===== src/rtl/servo_pwm_multi.sv =====
// Multi-channel servo PWM generator: one shared frame counter, per-channel
// ramp-limited pulse width and an IDLE/DRIVE state per channel.
module servo_pwm_multi #(
   parameter int unsigned NUM_CH     = 4,
   parameter int unsigned PWM_PERIOD = 2000000,
   parameter int unsigned PULSE_MIN  = 100000,
   parameter int unsigned PULSE_CTR  = 150000,
   parameter int unsigned PULSE_MAX  = 200000,
   parameter int unsigned RAMP_STEP  = 5000
) (
   input  logic              clk,
   input  logic              rst,
   input  logic [NUM_CH-1:0] open,
   input  logic [NUM_CH-1:0] close,
   output logic [NUM_CH-1:0] pwm_out,
   output logic              frame_start,
   output logic [NUM_CH-1:0] at_target
);

   localparam int unsigned WW = $clog2(PWM_PERIOD + 1);

   localparam logic [WW-1:0] CNT_LAST = WW'(PWM_PERIOD - 1);
   localparam logic [WW-1:0] W_MIN    = WW'(PULSE_MIN);
   localparam logic [WW-1:0] W_CTR    = WW'(PULSE_CTR);
   localparam logic [WW-1:0] W_MAX    = WW'(PULSE_MAX);
   localparam logic [WW-1:0] W_STEP   = WW'(RAMP_STEP);

   typedef enum logic {IDLE, DRIVE} state_t;

   logic [WW-1:0] cnt;
   logic          boundary_c;
   logic [WW-1:0] width      [NUM_CH];
   logic [WW-1:0] width_nxt  [NUM_CH];
   logic [WW-1:0] tgt_c      [NUM_CH];
   logic [WW-1:0] ramp_c     [NUM_CH];
   state_t        state      [NUM_CH];
   state_t        state_nxt  [NUM_CH];
   logic [NUM_CH-1:0] at_nxt;

   assign boundary_c = (cnt == CNT_LAST);

   // Shared free-running frame counter
   always_ff @(posedge clk or posedge rst) begin
      if (rst) begin
         cnt <= '0;
      end else if (boundary_c) begin
         cnt <= '0;
      end else begin
         cnt <= cnt + WW'(1);
      end
   end

   // Per-channel target decode, ramp step and state transitions (boundary only)
   always_comb begin
      at_nxt = at_target;
      for (int i = 0; i < NUM_CH; i++) begin
         tgt_c[i]     = W_CTR;
         ramp_c[i]    = width[i];
         width_nxt[i] = width[i];
         state_nxt[i] = state[i];

         if (close[i] && !open[i]) begin
            tgt_c[i] = W_MAX;
         end else if (open[i] && !close[i]) begin
            tgt_c[i] = W_MIN;
         end

         if (tgt_c[i] > width[i]) begin
            if ((W_STEP == '0) || ((tgt_c[i] - width[i]) <= W_STEP)) begin
               ramp_c[i] = tgt_c[i];
            end else begin
               ramp_c[i] = width[i] + W_STEP;
            end
         end else if (tgt_c[i] < width[i]) begin
            if ((W_STEP == '0) || ((width[i] - tgt_c[i]) <= W_STEP)) begin
               ramp_c[i] = tgt_c[i];
            end else begin
               ramp_c[i] = width[i] - W_STEP;
            end
         end

         if (boundary_c) begin
            if (ramp_c[i] < W_MIN) begin
               width_nxt[i] = W_MIN;
            end else if (ramp_c[i] > W_MAX) begin
               width_nxt[i] = W_MAX;
            end else begin
               width_nxt[i] = ramp_c[i];
            end
            at_nxt[i] = (width_nxt[i] == tgt_c[i]);

            case (state[i])
               IDLE: begin
                  if (tgt_c[i] != W_CTR) begin
                     state_nxt[i] = DRIVE;
                  end
               end
               DRIVE: begin
                  if ((tgt_c[i] == W_CTR) && (width_nxt[i] == W_CTR)) begin
                     state_nxt[i] = IDLE;
                  end
               end
               default: state_nxt[i] = IDLE;
            endcase
         end
      end
   end

   // Channel state and applied width registers
   always_ff @(posedge clk or posedge rst) begin
      if (rst) begin
         for (int i = 0; i < NUM_CH; i++) begin
            state[i] <= IDLE;
            width[i] <= W_CTR;
         end
         at_target <= '1;
      end else begin
         for (int i = 0; i < NUM_CH; i++) begin
            state[i] <= state_nxt[i];
            width[i] <= width_nxt[i];
         end
         at_target <= at_nxt;
      end
   end

   // Pulse high for counter values 1..W; frame_start aligned with counter = 1
   always_ff @(posedge clk or posedge rst) begin
      if (rst) begin
         pwm_out     <= '0;
         frame_start <= 1'b0;
      end else begin
         for (int i = 0; i < NUM_CH; i++) begin
            pwm_out[i] <= (state[i] == DRIVE) && (cnt < width[i]);
         end
         frame_start <= (cnt == '0);
      end
   end

endmodule


===== config.mk =====
export PLATFORM = sky130hd
export DESIGN_NAME = servo_pwm_multi
export DESIGN_NICKNAME = d
export VERILOG_FILES = /design/src/rtl/servo_pwm_multi.sv
export SDC_FILE = /design/constraint.sdc
export NUM_CORES = 1
export LEC_CHECK = 0
export ABC_AREA = 1
export BUFFER_PORTS_ARGS = -buffer_cell sky130_fd_sc_hd__buf_4
export CORE_MARGIN = 8
export CORE_UTILIZATION = 45
export DETAILED_ROUTE_END_ITERATION = 16
export HOLD_SLACK_MARGIN = 0.12
export MAX_ROUTING_LAYER = met4
export PLACE_DENSITY = 0.61
export SLEW_MARGIN = 25
export SYNTH_ARGS = -nofsm -noshare
export SYNTH_HDL_FRONTEND = slang
export SYNTH_SLANG_ARGS = --single-unit
export TNS_END_PERCENT = 5

===== constraint.sdc =====
create_clock -name clk -period 6.4 [get_ports clk]
set_clock_uncertainty 0.1 [all_clocks]
set_input_delay 1.28 -clock clk [delete_from_list [all_inputs] [get_ports clk]]
set_output_delay 1.28 -clock clk [all_outputs]
set_load 0.02 [all_outputs]

# [Yosys cells after proc, flatten, opt, wreduce, memory -nomap -nowiden]
# Index checks and enable logic that the tools add are counted.
[totals] output_inout_bits=9 in_bits=10 regBits=118
[classes] addsub=17 n_bitwise=4 eq_ne=17 reduce_logical=25 n_lt_le_gt_ge=28 n_mux=49
[ops] operator="$mux 21" n=30
[ops] operator="$eq 21x18->1 const B" n=8
[ops] operator="$le 21x13->1 const B" n=8
[ops] operator="$lt 21x21->1" n=8
[ops] operator="$sub 21x21->21" n=8
[ops] operator="$mux 18" n=7
[ops] operator="$add 21x13->21 const B" n=4
[ops] operator="$eq 21x21->1" n=4
[ops] operator="$gt 21x18->1 const B" n=4
[ops] operator="$gt 21x21->1" n=4
[ops] operator="$lt 21x17->1 const B" n=4
[ops] operator="$ne 21x18->1 const B" n=4
[ops] operator="$sub 21x13->21 const B" n=4
[ops] operator="$add 21x1->21 const B" n=1
[ops] operator="$eq 21x21->1 const B" n=1
[ops] operator="$logic_not 21->1" n=1
[ops] operator="$logic_and 1x1->1" n=16
[ops] operator="$logic_not 1->1" n=8
[ops] operator="$mux 1" n=8
[ops] operator="$pmux 1 s2" n=4
[ops] operator="$not 1->1" n=4

# [Longest topological paths before layout]
[depth] ltp_word=17 depth_mapped=40

# [Worst setup path before layout]
# OpenSTA, ideal clock, no wires.
[synth_path] path_type="input-to-reg" start="in open[0]" end="reg state[3] in the netlist's numbering" setup_time_ns=0.117 n_path_buf=3 t_arrival_ns=4.857 path_stages=34 path_slack_ns=1.326 path_cell_list="inv_1 -> ha_1 -> buf_2 -> clkinv_1 -> ha_1 -> inv_2 -> nor2_2 -> nand2_2 -> nor2_2 -> nand4_1 -> nand3_2 -> nand2_2 -> nand2_1 -> nand3_1 -> nor2_2 -> nand2_2 -> buf_6 -> nand2_1 -> nand2_1 -> nand2_1 -> nand2_1 -> nand2_1 -> nand2_1 -> nand2_1 -> nand2_1 -> nand2_1 -> nand2_1 -> nand2_2 -> buf_4 -> nand2_1 -> nor3_1 -> nand3_1 -> nand2_1 -> nand2_1"
[synth_via] elab_chain_len=16
[synth_rtl] element="from (decl)" line="13" text="input logic [NUM_CH-1:0] open,"
[synth_rtl] element="$logic_and 1x1->1 / $logic_not 1->1 (equally long branches)" line="64, 62"
[synth_rtl] element="$mux 18 / $logic_and 1x1->1 (equally long branches)" line="64, 62"
[synth_rtl] element="$mux 21 (*)" line="62" text="if (close[i] && !open[i]) begin"
[synth_rtl] element="$sub 21x21->21" line="75" text="if ((W_STEP == '0) || ((width[i] - tgt_c[i]) <= W_STEP)) begin"
[synth_rtl] element="$le 21x13->1" line="75"
[synth_rtl] element="$mux 21" line="75"
[synth_rtl] element="$mux 21" line="74" text="end else if (tgt_c[i] < width[i]) begin"
[synth_rtl] element="$mux 21" line="68" text="if (tgt_c[i] > width[i]) begin"
[synth_rtl] element="$gt 21x18->1" line="85" text="end else if (ramp_c[i] > W_MAX) begin"
[synth_rtl] element="$mux 21" line="85"
[synth_rtl] element="$mux 21" line="83" text="if (ramp_c[i] < W_MIN) begin"
[synth_rtl] element="$mux 21" line="82" text="if (boundary_c) begin"
[synth_rtl] element="$eq 21x18->1" line="99" text="if ((tgt_c[i] == W_CTR) && (width_nxt[i] == W_CTR)) begin"
[synth_rtl] element="$logic_and 1x1->1" line="99"
[synth_rtl] element="$mux 1" line="99"
[synth_rtl] element="$pmux 1 s2 (*)" line="92" text="case (state[i])"
[synth_rtl] element="to (signal, indexed assignment)" line="119" text="state[i] <= state_nxt[i];"
[synth_rtl] element="to (decl)" line="36" text="state_t state [NUM_CH];"
# Every way passes the cells marked *; elsewhere a longest branch is shown, timed or not. The select of a mux whose other input is x is not followed.
# A chain may end at the register's enable or synchronous reset.

# [Worst setup path in the final report]
[layout_path] start="in close[1]" end="reg state[2] in the netlist's numbering"
[layout_via] elab_chain_len=17
[layout_rtl] element="from (decl)" line="14" text="input logic [NUM_CH-1:0] close,"
[layout_rtl] element="$logic_not 1->1" line="64" text="end else if (open[i] && !close[i]) begin"
[layout_rtl] element="$logic_and 1x1->1" line="64"
[layout_rtl] element="$mux 18" line="64"
[layout_rtl] element="$mux 18 (*)" line="62"
[layout_rtl] element="$sub 21x21->21" line="75"
[layout_rtl] element="$le 21x13->1" line="75"
[layout_rtl] element="$mux 21" line="75"
[layout_rtl] element="$mux 21" line="74"
[layout_rtl] element="$mux 21" line="68"
[layout_rtl] element="$gt 21x18->1" line="85"
[layout_rtl] element="$mux 21" line="85"
[layout_rtl] element="$mux 21" line="83"
[layout_rtl] element="$mux 21" line="82"
[layout_rtl] element="$eq 21x18->1" line="99"
[layout_rtl] element="$logic_and 1x1->1" line="99"
[layout_rtl] element="$mux 1" line="99"
[layout_rtl] element="$pmux 1 s2 (*)" line="92"
# Marked as above.

==> flow_metrics.tcl <==
set metrics [dict create \
    ctsHoldBuffers 0 \
    critPathLaunchType "input port" \
    peakVddDrop_v 0.0001473 \
    die_w_um 233.3 \
    synthFlopType "dfrtp_1" \
    grt_max_degree 67 \
    synthArstFlopShare 1.000 \
    clock-root-buffer "clkbuf_16" \
    grt_pass1_wl_mm 122.6 \
    yosysWarnings 0 \
    powerDensity_mw_per_mm2 96.13 \
    worstReg2RegStart "width[50]" \
    drtPass1Iterations 6 \
    drt_iter0_markers 2312 \
    cts_resized 0 \
    slowest_stage "ha_1" \
    routabilityCongestion 0.9979 \
    cts_tree "done" \
    cts_buffer_depth 2 \
    ys_seq_area_frac 0.1410 \
    antenna_cells 0 \
    cts_made_buffers 17 \
    syn_nets 4022 \
    maxSlewHeadroom 0.5022 \
    synth_edf_count 0 \
    critPathCapture "state[2]" \
    dpl.hpwl_mm 61.32 \
    clock.fmax_ghz 0.1774 \
    ys_types 59 \
    rsz0062_at_grt "no" \
    crit_fanout 14 \
    tightest_slew_ps 746.7 \
    total_power_mw 2.188 \
    port_buffers 18 \
    grt_overflow 0 \
    leakage_nw 13.37 \
    finalCritPeriodShare 0.8808 \
    antenna_found_initial 0 \
    period_minus_slack_ps 5637 \
    instances_no_fill 4484 \
    worstPathRequired_ps 6650 \
    arrival_ps 5880 \
    gr-usage-all-layers 0.2878 \
    synthCells 3849 \
    placed_cells 4452 \
    cp-end-kind "flop" \
    initial_core_util 0.4566 \
    setup_viol 0 \
    die_area_mm2 0.05445 \
    vias 24500 \
    drive_gt1_frac 0.09157 \
    antenna_left 0 \
    clock-sinks 118 \
    routed_via_density 5.464 \
    crit_type "in -> reg" \
    r2r_slack_ps 1400 \
    max_stage_delay_ps 500 \
    cts.clk_slew.worst_paths_ps 60 \
    ys_ff_latch 118 \
    final_common_cell "nand2_1" \
    pre_cts_slack_ps 456.1 \
    hp-class "reg -> reg" \
    clk_latency_ps 460 \
    area_delta_synth_final_pct 7.075 \
    setup-tns-final_ps 0 \
    htreeDepth 4 \
    coreArea_mm2 0.04656 \
    final_cell_mix "1414 x nand2_1, 460 x inv_1, 421 x nand3_1, 352 x nor2_1, 173 x o21ai_0" \
    fp.dieH_um 233.3 \
    fin_ws_ps 762.7 \
    drc 0 \
    rows 79 \
    synth_area_mm2 0.02126 \
    post-cts-setup-buffer-count 0 \
    reg2reg_to "state[2]" \
    reg2reg_depth 31 \
    avgSynthCellArea_um2 5.523 \
    report.final.slew_viol_count 0 \
    status "completed" \
    crit_start "close[1]" \
    cap_violations 0 \
    final_hold_viol_count 0 \
    fin_nets 4037 \
    grt_pass1_vias 23090 \
    routedWlPerCell_um 17.11 \
    cpMostUsedCell "nand2_1" \
    drt-total-wl_mm 76.71 \
    io_pins 19 \
]
==> critical path, delay by kind of cell <==
family	cells	cell delay, ps
adder cells (fa/ha/maj)	2	660
AND/OR/NAND/NOR	18	3160
AO/OA/AOI/OAI	1	80
buffers and inverters	5	670
==> per-layer routing <==
layer | routed length (um) | track usage | vias up
li1 | - | - | 12350
met2 | 34990 | 0.4613 | 899
met4 | 2907 | 0.1122 | 0
met3 | 4450 | 0.02511 | 183
met1 | 34360 | 0.3731 | 11070
met5 | 0 | - | -
==> cells in the mapped netlist, types with 36 or more instances <==
master	instances	area, um2
buf_2	42	210.2
inv_1	462	1734
nor2_1	352	1321
dfrtp_1	82	2052
nand3_1	422	2112
xor2_1	110	963.4
nor3_1	44	220.2
inv_2	52	195.2
dfstp_2	36	945.9
o21ai_0	173	865.8
ha_1	163	2039
nand2_1	1414	5308
nand4_1	81	506.7
a21oi_1	108	540.5
nor2_2	36	225.2
==> report_power, final <==
part / switching, mW / internal (mW)
clock network: 0.432 / 0.542
registers: 0.0000696 / 0.747
logic: 0.323 / 0.144
==> how the worst min path moves through the flow <==
| stage | startpoint | end | cells after the start |
|---|---|---|---|
| floorplan | state[1] | state[1] | 2 |
| global placement | at_target[3] | at_target[3] | 2 |
| detailed placement | at_target[1] | at_target[1] | 2 |
| CTS | at_target[1] | at_target[1] | 2 |
| global route | at_target[3] | at_target[3] | 2 |
| finish | at_target[1] | at_target[1] | 2 |
==> area by class of cell <==
cell class | count | area (um2)
Tap cell | 607 | 759.5
Timing Repair Buffer | 96 | 720.7
Multi-Input combinational cell | 3105 | 15720
Clock buffer | 17 | 425.4
Clock inverter | 15 | 147.6
Fill cell | 5169 | 23790
Sequential cell | 118 | 2998
Inverter | 526 | 1994
==> registers in the layout, indices dropped and copies added, names as in the netlist <==
name         cells
pwm_out          4
at_target        4
cnt             21
state            4
width           84
frame_start      1
==> kinds of logic (layout without fill, tap and decap cells) <==
group                    count (synthesis)  after routing  share of synthesized area
AO/OA/AOI/OAI                          360            360                    0.09394
XOR/XNOR                               112            112                    0.04650
adder cells (fa/ha/maj)                163            163                    0.09594
buffers and inverters                  626            654                     0.1199
flip-flops                             118            118                     0.1410
AND/OR/NAND/NOR                       2470           2470                     0.5027
==> stage by stage <==
| stage | hold slack, ps | utilization | area [um2] |
|---|---|---|---|
| after global routing | 398.0 | 0.4889 | 22760 |
| after global placement | 359.4 | 0.4766 | 22190 |
| after CTS | 374.4 | 0.4889 | 22760 |
| after detailed placement | 365.0 | 0.4766 | 22190 |
| final | 368.4 | 0.4889 | 22760 |
| after floorplan | 341.6 | - | 21260 |
No activity file was read; power rests on OpenSTA's default activity.
